**config.mk**
```make
export PLATFORM = sky130hd
export DESIGN_NAME = keypad_scan4x4
export DESIGN_NICKNAME = d
export VERILOG_FILES = /design/src/rtl/keypad_pkg.sv /design/src/rtl/keypad_debounce.sv /design/src/rtl/keypad_scan4x4.sv
export SDC_FILE = /design/constraint.sdc
export NUM_CORES = 1
export LEC_CHECK = 0
export CORE_ASPECT_RATIO = 2
export CORE_UTILIZATION = 40
export DETAILED_ROUTE_END_ITERATION = 7
export GPL_TIMING_DRIVEN = 0
export PLACE_DENSITY = 0.58
export SYNTH_ARGS = -nofsm -noshare
export SYNTH_HDL_FRONTEND = slang
export SYNTH_HIERARCHICAL = 1
export SYNTH_SLANG_ARGS = --single-unit
export TNS_END_PERCENT = 5
```
**constraint.sdc**
```tcl
create_clock -name clk -period 5.1 [get_ports clk]
set_input_delay 1.02 -clock clk [delete_from_list [all_inputs] [get_ports clk]]
set_output_delay 1.02 -clock clk [all_outputs]
set_load 0.02 [all_outputs]
```
**src/rtl/keypad_pkg.sv**
```systemverilog
// keypad_pkg: shared constants and map helpers for the 4x4 keypad scanner
package keypad_pkg;
    localparam int KEY_W = 4;
    localparam int MAP_W = 16;
    localparam logic [1:0] S_IDLE = 2'd0;
    localparam logic [1:0] S_HOLD = 2'd1;
    localparam logic [1:0] S_LOCK = 2'd2;
    localparam logic [0:3][3:0] ROW_PAT = {4'hE, 4'hD, 4'hB, 4'h7};

    function automatic logic is_onehot0(input logic [MAP_W-1:0] m);
        return (m & (m - MAP_W'(1))) == '0;
    endfunction

    function automatic logic is_onehot(input logic [MAP_W-1:0] m);
        return (m != '0) && is_onehot0(m);
    endfunction

    function automatic logic [KEY_W-1:0] map_index(input logic [MAP_W-1:0] m);
        logic [KEY_W-1:0] r;
        r = '0;
        for (int i = 0; i < MAP_W; i++)
            if (m[i]) r = KEY_W'(i);
        return r;
    endfunction
endpackage

```
**src/rtl/keypad_debounce.sv**
```systemverilog
// keypad_debounce: accepts a frame map once it has repeated DEBOUNCE_FRAMES times in a row
module keypad_debounce #(
    parameter int MAP_W = 16,
    parameter int DEBOUNCE_FRAMES = 4
) (
    input  logic             clk,
    input  logic             rst,
    input  logic             frame_end,
    input  logic [MAP_W-1:0] map,
    output logic [MAP_W-1:0] deb_map
);
    localparam int CW = $clog2(DEBOUNCE_FRAMES);
    localparam logic [CW-1:0] CNT_MAX = CW'(DEBOUNCE_FRAMES - 1);

    logic [MAP_W-1:0] prev_raw;
    logic [CW-1:0]    stable_cnt, cnt_nxt;

    always_comb
        cnt_nxt = (map != prev_raw) ? '0 : (stable_cnt == CNT_MAX) ? stable_cnt : stable_cnt + CW'(1);

    always_ff @(posedge clk) begin
        if (rst) begin
            prev_raw   <= '0;
            stable_cnt <= '0;
            deb_map    <= '0;
        end else if (frame_end) begin
            prev_raw   <= map;
            stable_cnt <= cnt_nxt;
            if (cnt_nxt == CNT_MAX) deb_map <= map;
        end
    end
endmodule

```
**src/rtl/keypad_scan4x4.sv**
```systemverilog
// keypad_scan4x4: 4x4 matrix keypad scanner with frame debounce; KEYPAD_REPEAT_EN adds auto-repeat
module keypad_scan4x4
    import keypad_pkg::*;
#(
    parameter int CLK_HZ          = 12_000_000,
    parameter int SCAN_HZ         = 1000,
    parameter int DEBOUNCE_FRAMES = 4,
    parameter int REPEAT_DELAY    = 50,
    parameter int REPEAT_RATE     = 10
) (
    input  logic             clk,
    input  logic             rst,
    input  logic [3:0]       kp_col,
    output logic [3:0]       kp_row,
    output logic [KEY_W-1:0] key_code,
    output logic             key_valid,
    output logic             key_down
);
    localparam int TICK_DIV = CLK_HZ / (SCAN_HZ * 4);
    localparam int TW = TICK_DIV > 1 ? $clog2(TICK_DIV) : 1;

    if (DEBOUNCE_FRAMES < 2 || REPEAT_RATE < 1 || REPEAT_RATE > REPEAT_DELAY) begin : g_bad_params
        $error("keypad_scan4x4: invalid DEBOUNCE_FRAMES/REPEAT_* parameters");
    end

    logic [TW-1:0]    tick_cnt;
    logic [1:0]       idx, state;
    logic [3:0]       col_s1, col_s2;
    logic [MAP_W-1:0] raw, cur_map, deb_map, hold_map;
    logic             tick, frame_end, eval, rep_hit;

    assign tick      = tick_cnt == TW'(TICK_DIV - 1);
    assign frame_end = tick && idx == 2'd3;
    assign hold_map  = MAP_W'(1) << key_code;

    always_comb begin
        cur_map = raw;
        cur_map[idx*4 +: 4] = ~col_s2;
    end

    always_ff @(posedge clk) begin
        if (rst) begin
            tick_cnt <= '0;
            idx      <= '0;
            kp_row   <= 4'hF;
            col_s1   <= 4'hF;
            col_s2   <= 4'hF;
            raw      <= '0;
            eval     <= 1'b0;
        end else begin
            tick_cnt <= tick ? '0 : tick_cnt + TW'(1);
            idx      <= tick ? idx + 2'd1 : idx;
            kp_row   <= ROW_PAT[idx];
            col_s1   <= kp_col;
            col_s2   <= col_s1;
            raw      <= tick ? cur_map : raw;
            eval     <= frame_end;
        end
    end

    keypad_debounce #(.MAP_W(MAP_W), .DEBOUNCE_FRAMES(DEBOUNCE_FRAMES)) u_deb (
        .clk      (clk),
        .rst      (rst),
        .frame_end(frame_end),
        .map      (cur_map),
        .deb_map  (deb_map)
    );

`ifdef KEYPAD_REPEAT_EN
    localparam int RW = $clog2(REPEAT_DELAY + 1);
    logic [RW-1:0] rep_cnt;
    logic          holding;
    assign holding = state == S_HOLD && deb_map == hold_map;
    assign rep_hit = holding && (rep_cnt + RW'(1) == RW'(REPEAT_DELAY));
    // Rewinding by REPEAT_RATE after each hit makes later hits land every REPEAT_RATE frames
    always_ff @(posedge clk) begin
        if (rst) rep_cnt <= '0;
        else if (eval) rep_cnt <= !holding ? '0 : rep_hit ? RW'(REPEAT_DELAY - REPEAT_RATE) : rep_cnt + RW'(1);
    end
`else
    assign rep_hit = 1'b0;
`endif

    always_ff @(posedge clk) begin
        if (rst) begin
            state     <= S_IDLE;
            key_code  <= '0;
            key_valid <= 1'b0;
            key_down  <= 1'b0;
        end else begin
            key_valid <= 1'b0;
            if (eval) begin
                if (state == S_IDLE) begin
                    if (deb_map != '0) begin
                        state <= is_onehot(deb_map) ? S_HOLD : S_LOCK;
                        if (is_onehot(deb_map)) begin
                            key_code  <= map_index(deb_map);
                            key_valid <= 1'b1;
                            key_down  <= 1'b1;
                        end
                    end
                end else if (state == S_HOLD) begin
                    if (deb_map != hold_map) begin
                        state    <= (deb_map == '0) ? S_IDLE : S_LOCK;
                        key_down <= 1'b0;
                    end else begin
                        key_valid <= rep_hit;
                    end
                end else if (deb_map == '0) begin
                    state <= S_IDLE;
                end
            end
        end
    end
endmodule

```
==> results.md <==
* Status: completed
* Syn Nets at 503
* RR Startpoint: idx[0]
* GR Overflow Total at 0
* Commonest non-fill, non-tap cell in the layout: dfxtp_1
* Worst path required time at 5.36 ns
* Tot Pwr at 1.32 mW
* Worst-Skew Late Latency at 0.34 ns
* H-tree depth at 3
* Power Density at 269 nW/µm²
* Post-synthesis sequential area ratio at 39.3%
* Critical Path End Type: register
* Worst EP arrival at 4.03 ns
* Detailed Route WL at 11,100 µm
* Max Buffers Root-to-Sink at 2
* Antenna Cells at 0
* Tcrit/Tclk final at 73.8%
* Remaining DRCs at 0
* GRT Resource Usage Total at 21.2%
* Initial Util at 41.1%
* Final std cells w/o fill at between 600 and 700
* R2r setup slk at 1.34 ns
* Post-synth EDFFs at 0
* Worst-margin pin slew at 0.810 ns
* Area after DPL at 4650 µm²
* Slew Limit Fails at 0
* TNS Setup at 0 ns
* Die Ht at 149 µm
* Final-report setup violation count at 0
* Nets at roughly 530
* Count of unique library cells instantiated by Yosys at 61
* TritonCTS Sinks at 85
* PostCTS Resize Cnt at 0
* WHS Path Cells at 1
* Vias at between 3,000 and 4,000
* PortBufs at 15
* Primary FF master, synth: dfxtp_1
* Clk pin slew, worst setup/hold paths at around 0.060 ns
* Final core occ at 46.7%
* Starting DRT DRC Count at 124
* Final Cell Area at ~4900 µm²
* FF-to-FF path depth at 11
* Io pins at 16
* Final hold slack at 0.409 ns
* Max-cap viol count at 0
* Num CTS Buffers at 9
* Placed insts at about 640
* Largest fanout on the critical path at 10
* Final Hold Vio Count at 0
* DP Wirelength at 8630 µm
* Worst min-delay path class: reg2reg
* Final worst slack at around 1.3 ns
* Setup Fix Bufs, Post-CTS at 0
* Row Count at 53
* Hold wc startpoint: col_s1[2]
* Place WS at 1.33 ns
* First-pass GRT wire length at 17,400 µm
* WL/cell at 17.0 µm
* RSZ-0062 raised after global routing: false
* Syn avg cell area at a little under 9 µm²
* Die W at 75.6 µm
* Pin count of the biggest net entering global routing at 13
* Final Critical Period at 3.76 ns
* Crit path launch type: register
* DR pass1 iterations at 4
* CP Class: reg2reg
* Die area at 11,300 µm²
* Post-CTS Hold Buffers at 0
* Ys async rst share at 0%
* Share of cells above drive strength 1 at 6.95%
* Area grow syn2layout at 13.6%
* Mapped cell area at 4330 µm²
* CTS tree: yes
* Routed Antenna Nets at 0
* Fmax at 0.266 GHz
* Synth Register Bits at between 80 and 90
* Worst setup path start: idx[0]
* Core ar. at 10,500 µm²
* Filler instances at 1,027
* Synth Instances at 490
* Max_slew headroom at a little under half
* Clock skew at 0.00327 ns
* Maximum VDD drop at 191 µV
* Via density at 5.41
* Most frequent cells in the layout: dfxtp_1 (85), nor2_1 (64), mux2i_1 (49)
* Root buf cell: clkbuf_16
* Worst Setup EP: u_deb/deb_map[11]
* Vias in the first global route at 3,487
* YS warnings at 6
* Critical R2R Capture: u_deb/deb_map[11]
* Leakage at 1.61 nW
* GP Congestion at roughly 0.88
* Initial antenna violation count at 0
how the worst min path moves through the flow:
stage / to
after floorplan: col_s2[0]
after global placement: col_s2[1]
after detailed placement: col_s2[1]
after CTS: col_s2[2]
after global routing: col_s2[0]
final: col_s2[2]
registers in the layout, indices dropped and copies added (netlist names):
register	count
col_s1	4
idx	2
u_deb/prev_raw	16
state	2
eval	1
u_deb/stable_cnt	2
raw	16
tick_cnt	12
u_deb/deb_map	16
key_valid	1
key_down	1
key_code	4
col_s2	4
kp_row	4
final cells by class:
type / count / area, µm² / share of cell area (%)
Sequential cell: 85 / 1700 / 34.6
Clock inverter: 3 / 40.0 / 0.813
Timing Repair Buffer: 15 / 150 / 3.05
Buffer: 29 / 141 / 2.87
Multi-Input combinational cell: 351 / 2390 / 48.7
Clock buffer: 10 / 229 / 4.65
Inverter: 25 / 93.8 / 1.91
Tap cell: 137 / 171 / 3.48
per-layer routing:
| layer | wire [µm] | track usage (%) | vias up |
|---|---|---|---|
| met5 | 0 | 0 | - |
| met4 | 665 | 14.4 | 0 |
| met3 | 332 | 4.05 | 40 |
| met2 | 6380 | 40.9 | 75 |
| met1 | 3730 | 18.3 | 1683 |
| li1 | - | - | 1747 |
critical path, cell delays in order (launching register included):
cell and delay (ns):
dfxtp_1 0.47, inv_1 0.16, ha_1 0.36, or4b_2 0.72
o22ai_1 0.60, xnor2_1 0.20, nand4_1 0.15, nor4_2 0.31
and3_1 0.22, buf_6 0.16, buf_12 0.15, mux2i_1 0.19
synth_stat cells (5+ instances only):
cell	number	area (µm²)
or2_2	10	62.6
a21oi_1	9	45.0
nand3_1	11	55.1
mux2i_1	49	490
nor2b_1	6	37.5
clkbuf_1	25	93.8
nor3_1	9	45.0
nor2_1	64	240
nand4_1	6	37.5
o21ai_0	12	60.1
nand3b_1	6	45.0
inv_1	25	93.8
xnor2_1	22	193
a311oi_1	5	43.8
xor2_1	6	52.6
nand2b_1	36	225
nand2_1	16	60.1
o22ai_1	18	113
and3_1	6	37.5
ha_1	7	87.6
dfxtp_1	85	1700
power breakdown:
part	leakage (nW)	switching (mW)	internal, mW
Sequential	0.687	0.00399	0.669
Clock	0.134	0.244	0.369
Combinational	0.785	0.0216	0.0162
Total	1.61	0.270	1.05
kinds of logic (layout without fill, tap and decap cells):
kind of cell,count (synthesis),after routing,share of synthesized area [%]
AOI/OAI and AO/OA,67,67,10.6
xor gates and xnor gates,28,28,5.66
adders and majority gates,9,9,2.51
buffers and inverters,54,82,5.43
DFF,85,85,39.3
muxes,49,49,11.3
and+or+nand+nor,198,198,25.2
No activity file was read; power rests on OpenSTA's default activity.
